`src/rtl/axi_reg_slice.sv`:
```
// rtl/axi_reg_slice.sv - AXI4 register slice with per-channel skid buffer or bypass
//
// axi_reg_slice sits between a CPU-side AXI master (s_axi_*) and an interconnect
// slave port (m_axi_*). AW/W/AR flow s->m, B/R flow m->s. Each channel is either
// a 2-entry skid buffer (CH_MODE bit = 1) or a straight wire (bit = 0).
//   CH_MODE bits: [4]=AW [3]=W [2]=B [1]=AR [0]=R
// Ports:
//   aclk, areset     clock, synchronous active-high reset
//   s_axi_aw*/w*/ar* request channels from the master, *ready back to it
//   s_axi_b*/r*      response channels to the master, *ready from it
//   m_axi_aw*/w*/ar* request channels to the interconnect
//   m_axi_b*/r*      response channels from the interconnect
//   idle             1 when every skid channel holds no beat
//
// axi_reg_slice_ch is the 2-entry skid buffer used per channel.
//   in_valid/in_ready/in_data     upstream handshake and payload
//   out_valid/out_ready/out_data  downstream handshake and payload
//   busy                          1 when either entry holds a beat

module axi_reg_slice_ch #(
    parameter int W = 8
) (
    input  logic         aclk,
    input  logic         areset,
    input  logic         in_valid,
    output logic         in_ready,
    input  logic [W-1:0] in_data,
    output logic         out_valid,
    input  logic         out_ready,
    output logic [W-1:0] out_data,
    output logic         busy
);

    logic         mv;
    logic         sv;
    logic [W-1:0] mdata;
    logic [W-1:0] sdata;
    logic         in_acc;
    logic         main_free;

    // Ready depends only on the skid flag, never on out_ready, so the
    // valid/ready path is cut. It is held low while reset is asserted.
    assign in_ready  = !sv && !areset;
    assign in_acc    = in_valid && in_ready;
    // Main entry can accept new contents this cycle.
    assign main_free = !mv || out_ready;

    always_ff @(posedge aclk) begin
        if (areset) begin
            mv <= 1'b0;
            sv <= 1'b0;
        end else if (main_free) begin
            if (sv) begin
                mv <= 1'b1;
                sv <= 1'b0;
            end else begin
                mv <= in_acc;
            end
        end else if (in_acc) begin
            sv <= 1'b1;
        end
    end

    // Payload registers carry no reset; only the valid flags qualify them.
    always_ff @(posedge aclk) begin
        if (main_free) begin
            if (sv) begin
                mdata <= sdata;
            end else if (in_acc) begin
                mdata <= in_data;
            end
        end else if (in_acc) begin
            sdata <= in_data;
        end
    end

    assign out_valid = mv;
    assign out_data  = mdata;
    assign busy      = mv || sv;

endmodule

module axi_reg_slice #(
    parameter int         ADDR_W  = 32,
    parameter int         DATA_W  = 32,
    parameter int         ID_W    = 4,
    parameter logic [4:0] CH_MODE = 5'b11111
) (
    input  logic                aclk,
    input  logic                areset,
    // AW from master
    input  logic                s_axi_awvalid,
    output logic                s_axi_awready,
    input  logic [ADDR_W-1:0]   s_axi_awaddr,
    input  logic [7:0]          s_axi_awlen,
    input  logic [2:0]          s_axi_awsize,
    input  logic [1:0]          s_axi_awburst,
    input  logic [ID_W-1:0]     s_axi_awid,
    input  logic                s_axi_awlock,
    input  logic [2:0]          s_axi_awprot,
    // W from master
    input  logic                s_axi_wvalid,
    output logic                s_axi_wready,
    input  logic [DATA_W-1:0]   s_axi_wdata,
    input  logic [DATA_W/8-1:0] s_axi_wstrb,
    input  logic                s_axi_wlast,
    // B to master
    output logic                s_axi_bvalid,
    input  logic                s_axi_bready,
    output logic [1:0]          s_axi_bresp,
    output logic [ID_W-1:0]     s_axi_bid,
    // AR from master
    input  logic                s_axi_arvalid,
    output logic                s_axi_arready,
    input  logic [ADDR_W-1:0]   s_axi_araddr,
    input  logic [7:0]          s_axi_arlen,
    input  logic [2:0]          s_axi_arsize,
    input  logic [1:0]          s_axi_arburst,
    input  logic [ID_W-1:0]     s_axi_arid,
    input  logic                s_axi_arlock,
    input  logic [2:0]          s_axi_arprot,
    // R to master
    output logic                s_axi_rvalid,
    input  logic                s_axi_rready,
    output logic [DATA_W-1:0]   s_axi_rdata,
    output logic [1:0]          s_axi_rresp,
    output logic [ID_W-1:0]     s_axi_rid,
    output logic                s_axi_rlast,
    // AW to interconnect
    output logic                m_axi_awvalid,
    input  logic                m_axi_awready,
    output logic [ADDR_W-1:0]   m_axi_awaddr,
    output logic [7:0]          m_axi_awlen,
    output logic [2:0]          m_axi_awsize,
    output logic [1:0]          m_axi_awburst,
    output logic [ID_W-1:0]     m_axi_awid,
    output logic                m_axi_awlock,
    output logic [2:0]          m_axi_awprot,
    // W to interconnect
    output logic                m_axi_wvalid,
    input  logic                m_axi_wready,
    output logic [DATA_W-1:0]   m_axi_wdata,
    output logic [DATA_W/8-1:0] m_axi_wstrb,
    output logic                m_axi_wlast,
    // B from interconnect
    input  logic                m_axi_bvalid,
    output logic                m_axi_bready,
    input  logic [1:0]          m_axi_bresp,
    input  logic [ID_W-1:0]     m_axi_bid,
    // AR to interconnect
    output logic                m_axi_arvalid,
    input  logic                m_axi_arready,
    output logic [ADDR_W-1:0]   m_axi_araddr,
    output logic [7:0]          m_axi_arlen,
    output logic [2:0]          m_axi_arsize,
    output logic [1:0]          m_axi_arburst,
    output logic [ID_W-1:0]     m_axi_arid,
    output logic                m_axi_arlock,
    output logic [2:0]          m_axi_arprot,
    // R from interconnect
    input  logic                m_axi_rvalid,
    output logic                m_axi_rready,
    input  logic [DATA_W-1:0]   m_axi_rdata,
    input  logic [1:0]          m_axi_rresp,
    input  logic [ID_W-1:0]     m_axi_rid,
    input  logic                m_axi_rlast,
    output logic                idle
);

    localparam int A_PW = ADDR_W + 8 + 3 + 2 + ID_W + 1 + 3;
    localparam int W_PW = DATA_W + DATA_W / 8 + 1;
    localparam int B_PW = 2 + ID_W;
    localparam int R_PW = DATA_W + 2 + ID_W + 1;

    logic [A_PW-1:0] aw_in, aw_out, ar_in, ar_out;
    logic [W_PW-1:0] w_in, w_out;
    logic [B_PW-1:0] b_in, b_out;
    logic [R_PW-1:0] r_in, r_out;
    logic            aw_busy, w_busy, b_busy, ar_busy, r_busy;

    assign aw_in = {s_axi_awaddr, s_axi_awlen, s_axi_awsize, s_axi_awburst,
                    s_axi_awid, s_axi_awlock, s_axi_awprot};
    assign {m_axi_awaddr, m_axi_awlen, m_axi_awsize, m_axi_awburst,
            m_axi_awid, m_axi_awlock, m_axi_awprot} = aw_out;
    assign w_in = {s_axi_wdata, s_axi_wstrb, s_axi_wlast};
    assign {m_axi_wdata, m_axi_wstrb, m_axi_wlast} = w_out;
    assign b_in = {m_axi_bresp, m_axi_bid};
    assign {s_axi_bresp, s_axi_bid} = b_out;
    assign ar_in = {s_axi_araddr, s_axi_arlen, s_axi_arsize, s_axi_arburst,
                    s_axi_arid, s_axi_arlock, s_axi_arprot};
    assign {m_axi_araddr, m_axi_arlen, m_axi_arsize, m_axi_arburst,
            m_axi_arid, m_axi_arlock, m_axi_arprot} = ar_out;
    assign r_in = {m_axi_rdata, m_axi_rresp, m_axi_rid, m_axi_rlast};
    assign {s_axi_rdata, s_axi_rresp, s_axi_rid, s_axi_rlast} = r_out;

    generate
        if (CH_MODE[4]) begin : g_aw_skid
            axi_reg_slice_ch #(.W(A_PW)) u_aw (
                .aclk(aclk), .areset(areset),
                .in_valid(s_axi_awvalid), .in_ready(s_axi_awready), .in_data(aw_in),
                .out_valid(m_axi_awvalid), .out_ready(m_axi_awready), .out_data(aw_out),
                .busy(aw_busy));
        end else begin : g_aw_byp
            assign m_axi_awvalid = s_axi_awvalid;
            assign s_axi_awready = m_axi_awready;
            assign aw_out        = aw_in;
            assign aw_busy       = 1'b0;
        end

        if (CH_MODE[3]) begin : g_w_skid
            axi_reg_slice_ch #(.W(W_PW)) u_w (
                .aclk(aclk), .areset(areset),
                .in_valid(s_axi_wvalid), .in_ready(s_axi_wready), .in_data(w_in),
                .out_valid(m_axi_wvalid), .out_ready(m_axi_wready), .out_data(w_out),
                .busy(w_busy));
        end else begin : g_w_byp
            assign m_axi_wvalid = s_axi_wvalid;
            assign s_axi_wready = m_axi_wready;
            assign w_out        = w_in;
            assign w_busy       = 1'b0;
        end

        if (CH_MODE[2]) begin : g_b_skid
            axi_reg_slice_ch #(.W(B_PW)) u_b (
                .aclk(aclk), .areset(areset),
                .in_valid(m_axi_bvalid), .in_ready(m_axi_bready), .in_data(b_in),
                .out_valid(s_axi_bvalid), .out_ready(s_axi_bready), .out_data(b_out),
                .busy(b_busy));
        end else begin : g_b_byp
            assign s_axi_bvalid = m_axi_bvalid;
            assign m_axi_bready = s_axi_bready;
            assign b_out        = b_in;
            assign b_busy       = 1'b0;
        end

        if (CH_MODE[1]) begin : g_ar_skid
            axi_reg_slice_ch #(.W(A_PW)) u_ar (
                .aclk(aclk), .areset(areset),
                .in_valid(s_axi_arvalid), .in_ready(s_axi_arready), .in_data(ar_in),
                .out_valid(m_axi_arvalid), .out_ready(m_axi_arready), .out_data(ar_out),
                .busy(ar_busy));
        end else begin : g_ar_byp
            assign m_axi_arvalid = s_axi_arvalid;
            assign s_axi_arready = m_axi_arready;
            assign ar_out        = ar_in;
            assign ar_busy       = 1'b0;
        end

        if (CH_MODE[0]) begin : g_r_skid
            axi_reg_slice_ch #(.W(R_PW)) u_r (
                .aclk(aclk), .areset(areset),
                .in_valid(m_axi_rvalid), .in_ready(m_axi_rready), .in_data(r_in),
                .out_valid(s_axi_rvalid), .out_ready(s_axi_rready), .out_data(r_out),
                .busy(r_busy));
        end else begin : g_r_byp
            assign s_axi_rvalid = m_axi_rvalid;
            assign m_axi_rready = s_axi_rready;
            assign r_out        = r_in;
            assign r_busy       = 1'b0;
        end
    endgenerate

    // Built only from buffer flags, so idle carries no input-to-output path.
    assign idle = !(aw_busy || w_busy || b_busy || ar_busy || r_busy);

endmodule

```
`config.mk`:
```
export PLATFORM = sky130hd
export DESIGN_NAME = axi_reg_slice
export DESIGN_NICKNAME = d
export VERILOG_FILES = /design/src/rtl/axi_reg_slice.sv
export SDC_FILE = /design/constraint.sdc
export NUM_CORES = 1
export LEC_CHECK = 0
export CORE_ASPECT_RATIO = 1.25
export CORE_MARGIN = 5
export CORE_UTILIZATION = 40
export DETAILED_ROUTE_END_ITERATION = 10
export GPL_TIMING_DRIVEN = 0
export PLACE_DENSITY = 0.69
export SLEW_MARGIN = 15
export SYNTH_ARGS = -nofsm -noshare
export SYNTH_HDL_FRONTEND = slang
export SYNTH_SLANG_ARGS = --single-unit
```
`constraint.sdc`:
```
create_clock -name aclk -period 8.7 [get_ports aclk]
set_clock_uncertainty 0.1 [all_clocks]
set_input_delay 1.74 -clock aclk [delete_from_list [all_inputs] [get_ports aclk]]
set_output_delay 1.74 -clock aclk [all_outputs]
set_load 0.02 [all_outputs]
```
; ---- Word-level counts from Yosys, hierarchy flattened
; Cells that the tools add are included.
[totals]
out_inout_bits = 199
inputBits = 200
reg_bits = 386
[op_classes]
bitwise = 5
n_mux = 15
reduce_logical = 56
[ops]
columns = operator, n
row1 = 53-bit two-way mux, 4
row2 = 39-bit two-way mux, 2
row3 = 37-bit two-way mux, 2
row4 = 2-bit AND reduction, 10
row5 = 1-bit logical OR, 14
row6 = 1-bit zero test, 12
row7 = 6-bit two-way mux, 2
row8 = 1-bit logical AND, 10
row9 = 2-bit nonzero test, 5
row10 = 2-bit OR reduction, 5
row11 = 1-bit two-way mux, 5
row12 = 1-bit inverter, 5

; ---- Depth between registers and ports, before layout
[depth]
word_depth = 6
depth_mapped = 4

; ---- Modules after synthesis
; A second synthesis with hierarchy kept.
[unflattened]
cells_unflattened = 644
hier_area_um2 = 14579.0
[modules_own_cells]
columns = module, cells_each, area_per_inst_um2, instances
row1 = axi_reg_slice_ch at g_ar_skid.u_ar ..., 176, 3965.1, 2
row2 = axi_reg_slice_ch at g_r_skid.u_r, 133, 3111.7, 1
row3 = axi_reg_slice_ch at g_w_skid.u_w, 127, 2969.1, 1
row4 = axi_reg_slice_ch at g_b_skid.u_b, 30, 556.8, 1
row5 = axi_reg_slice, 2, 11.3, 1

; ---- Least setup slack after synthesis
; OpenSTA, ideal clock, no wires.
[synth_timing]
path_type = input to register
start = input m_axi_awready
end = register g_aw_skid.u_aw.sdata[0], enable pin
arrival_ns = 7.441
setup_ns = 0.614
cell_stages = 2
slack_ns = 0.546
cell_sequence = nand2b_1 nor4b_1
[synth_via]
elab_chain_cells = 3
[synth_lines]
columns = element, line_no
row1 = start: declaration, 131  ; input logic m_axi_awready,
row2 = 1-bit logical OR, 46  ; assign main_free = !mv || out_ready;
row3 = 1-bit inverter (no source line), --
row4 = 2-bit AND reduction (no source line), --
row5 = end signal: assignment, 73  ; sdata <= in_data;
row6 = end: declaration, 37  ; logic [W-1:0] sdata;
; No other way between the ends.
; A chain may end at the register's enable or synchronous reset.

; ---- Worst setup path after layout
[layout_timing]
start = input areset
end = output m_axi_bready
[layout_via]
elab_chain_cells = 2
[layout_lines]
columns = element, line_no
row1 = start: declaration, 90  ; input logic areset,
row2 = 1-bit zero test, 43  ; assign in_ready = !sv && !areset;
row3 = 1-bit logical AND, 43
row4 = end: declaration, 147  ; output logic m_axi_bready,
; No other way between the ends.

==> summary.md <==
The global-route wire length before repair was 49.63 mm; the highest clock rate was 0.1777 GHz. Timing analysis after detailed placement gives a worst setup slack of 3.029 ns. The run finished with clean final reports.

Summed over all instances, the cell type with the most area after synthesis is edfxtp_1. The clock reaches the later pin of the worst-skew pair after 0.52 ns. Headroom to the max-slew limit: 45.26%. The logs give 54 for the largest net degree at the start of global routing and 0 for the number of slew-limit violations in the final report.

On the final layout, the worst hold slack is 0.4423 ns. For this block, the initial DRC count from the detailed router was 425. Once routing completed, OpenROAD measured the worst setup slack at 3.074 ns.

The most frequent cell after synthesis was edfxtp_1. In this run the static leakage power is 0.006730 µW. Setup violations remaining at the end of the flow were counted as 0. Counting cells, the worst reg-to-reg path comes to 7. The number of post-CTS setup repair buffers was 0. The x dimension of the die was 177.3 µm; the number of buffers inserted by hold repair at cts was 0. The worst setup path is captured at an output port.

The critical path data arrival time was 3.79 ns; the share of synthesized flip-flops with an asynchronous set or reset was 0%. For this configuration, the core starts out at a cell density of 40.52%. After clock tree synthesis, the clock-pin slew on the worst setup and hold paths is 0.06 ns. The run gives 4 as the initial antenna violation count.

The finished cells cover 0.02001 mm². STA classifies the critical path startpoint as an input port. The total count of hold-check failures in the final report was 0. For the area of the mapped netlist, the log shows 0.01399 mm². Setup slack on the worst reg-to-reg path comes out at 5.86 ns. The Yosys step of the flow raised 0 warnings. The depth of the CTS H-tree came out at 2. The placed instances occupy a cell area of 0.01886 mm². In the synthesized netlist the dominant register cell turns out to be edfxtp_1. For this run, the post-layout net count is 1,311.

The number of design rule violations left after detail routing was 0; the per-instance average area after synthesis was 21.79 µm². The congestion estimate from routability-driven global placement came to 0.7549. The detail route stage leaves a number of antenna-violating nets equal to 0. The total overflow left after global routing is 0. Across the VDD grid, the largest voltage drop is 0.1730 mV. For this run, the share of the core covered by cells in the final layout is 57.98%.

In this run the standard cell core region covers 0.03452 mm². The first TritonRoute pass finished after 4 iterations. The cell at the root of the clock tree is clkbuf_16. The fraction of layout cells with a size suffix above 1 is 26.39%, and the number of nets in the synthesized netlist is 842.

The deepest clock path buffer count is 3. The class of the most critical hold timing path is register to register. Yosys mapped a number of flops with a built-in enable equal to 376. The end point of the worst hold path was g_w_skid.u_w.out_data[10]. After layout, the minimum clock period comes to 5.626 ns. The synthesized design devotes to its leading area cell type 80.72% of total area. For this run, the register share of the synthesized area comes to 82.15%. The via-per-instance ratio came out at 4.737.

The category of the most critical setup path was input port to output port. Setup repair after global routing left no endpoint under its margin. The worst register-to-register path ends at g_ar_skid.u_ar.sdata[18]. STA puts the critical path data required time at 6.86 ns.

Measured along the y axis, the die boundary spans 219.1 µm. TritonCTS built the clock tree. Power spread over the standard cell area amounts to 202.6 mW/mm². Global routing consumed, over all layers together, 16.79% of the routing resources. The part of the cycle the worst path needs was 64.67%.

In this run, distinct cell masters in the synthesized netlist total 15. In this run, synthesis produced a sequential element count of 386. In the final layout, flip-flops and latches occupy 0.01149 mm².

The slew at the pin closest to its max-slew limit came out at 0.8211 ns. The peak fanout along the critical path works out to 10. For the number of fillers in the final layout, the log shows 2,650.

Pin placement for this block handled 399 I/O pins. Summed over all nets, the half-perimeter wirelength after detailed placement is 25.02 mm. Port buffering added 398 buffers. The number of CTS-inserted buffers was 38.

The area growth from synthesis to layout is 43.08%. The site row count was 76; the area of the die was 0.03883 mm². Post-CTS repair changed the size of 0 cells. After synthesis, the most frequently instantiated cells are edfxtp_1 (376), mux2_2 (188), buf_2 (20). Worst min-delay path startpoint: g_w_skid.u_w.sdata[10].

Worst hold path stage count: 1. The sink count of the clock tree is 386. Counting every instance in the synthesized netlist gives 642. The number of global-route vias before repair was 8,208; the max-cap violation count was 0. In the post-synthesis netlist, the biggest area contributors are edfxtp_1 (81%), mux2_2 (15%), dfxtp_1 (1.4%). The worst register-to-register path begins at g_ar_skid.u_ar.sv. The multi-input combinational cells in the finished layout cover a total of 0.002425 mm². After detailed routing, the average wire length per cell comes to 20.82 µm.

The total length of routed wires was 33.43 mm. The routed layout has 7,608 vias.
==> worst max-delay path, stage by stage <==
cell	delay, ns
clkdlybuf4s50_1	0.75
clkbuf_1	0.55
nor2_1	0.09
clkdlybuf4s50_1	0.64
==> layer usage <==
layer | GRT usage [%] | up-vias | wire (µm)
li1 | - | 3501 | -
met1 | 18.42 | 3771 | 11800
met2 | 29.92 | 270 | 17440
met3 | 6.254 | 60 | 3148
met4 | 5.778 | 6 | 1008
met5 | 0 | - | 33
==> placed cells by master (no fill, tap or decap), drive strengths merged <==
cell,count
clkdlybuf4s50,398
edfxtp,376
mux2,188
clkbuf,51
buf,51
clkinv,15
nor2,10
dfxtp,10
nand2b,5
nor4b,5
nor2b,5
nor3,5
a21oi,5
o21a,5
or4,2
bufinv,2
clkinvlp,2
diode,1
nor4,1
inv,1
==> final cells by class <==
cell class,count,area share [%]
diodes,1,0.01250
plain buffers,25,0.6002
clock buffers,46,5.008
clock inverters,20,0.7377
multi-input cells,231,12.12
flip-flops and latches,386,57.42
well taps,468,2.926
repair buffers,429,21.18
==> through the flow <==
stage / setup TNS (ns) / power (µW) / std cells
after floorplan: 0 / 2324 / 642
after global placement: -453.47 / 2548 / 1508
after detailed placement: 0 / 2560 / 1539
after CTS: 0 / 4107 / 1605
after global routing: 0 / 4211 / 1606
final: 0 / 4054 / 1606
==> sequential cells by signal, summed over array words and instances, names as in the netlist, 37 cells and up <==
name and cells:
g_r_skid.u_r.out_data 39, g_w_skid.u_w.sdata 37, g_aw_skid.u_aw.sdata 53, g_ar_skid.u_ar.sdata 53
g_ar_skid.u_ar.out_data 53, g_aw_skid.u_aw.out_data 53, g_r_skid.u_r.sdata 39, g_w_skid.u_w.out_data 37
==> power by group <==
group	internal [µW]	total, µW	switching, µW
logic	211	384	173
registers	2120	2130	16.2
clock network	878	1540	659
total	3200	4050	849
==> how the worst max path moves through the flow <==
stage,from,cells past startpoint,endpoint,slack (ns)
floorplan,m_axi_awready,2,g_aw_skid.u_aw.sdata[0],0.55
global placement,areset,3,g_ar_skid.u_ar.sdata[10],-3.58
detailed placement,areset,4,m_axi_bready,3.03
CTS,areset,4,m_axi_bready,3.02
global route,areset,4,m_axi_bready,2.93
finish,areset,4,m_axi_bready,3.07
==> cell families (layout without fill, tap and decap cells) <==
logic type             count (synthesis)  in the layout  synth area share (%)
AND/OR/NAND/NOR                       33             33                 1.404
other                                  0              1                     0
flip-flops                           386            386                 82.15
multiplexers                         188            188                 15.14
AO/OA/AOI/OAI                         10             10                0.4473
buffers and inverters                 25            520                0.8587
No activity file was read; power rests on OpenSTA's default activity.
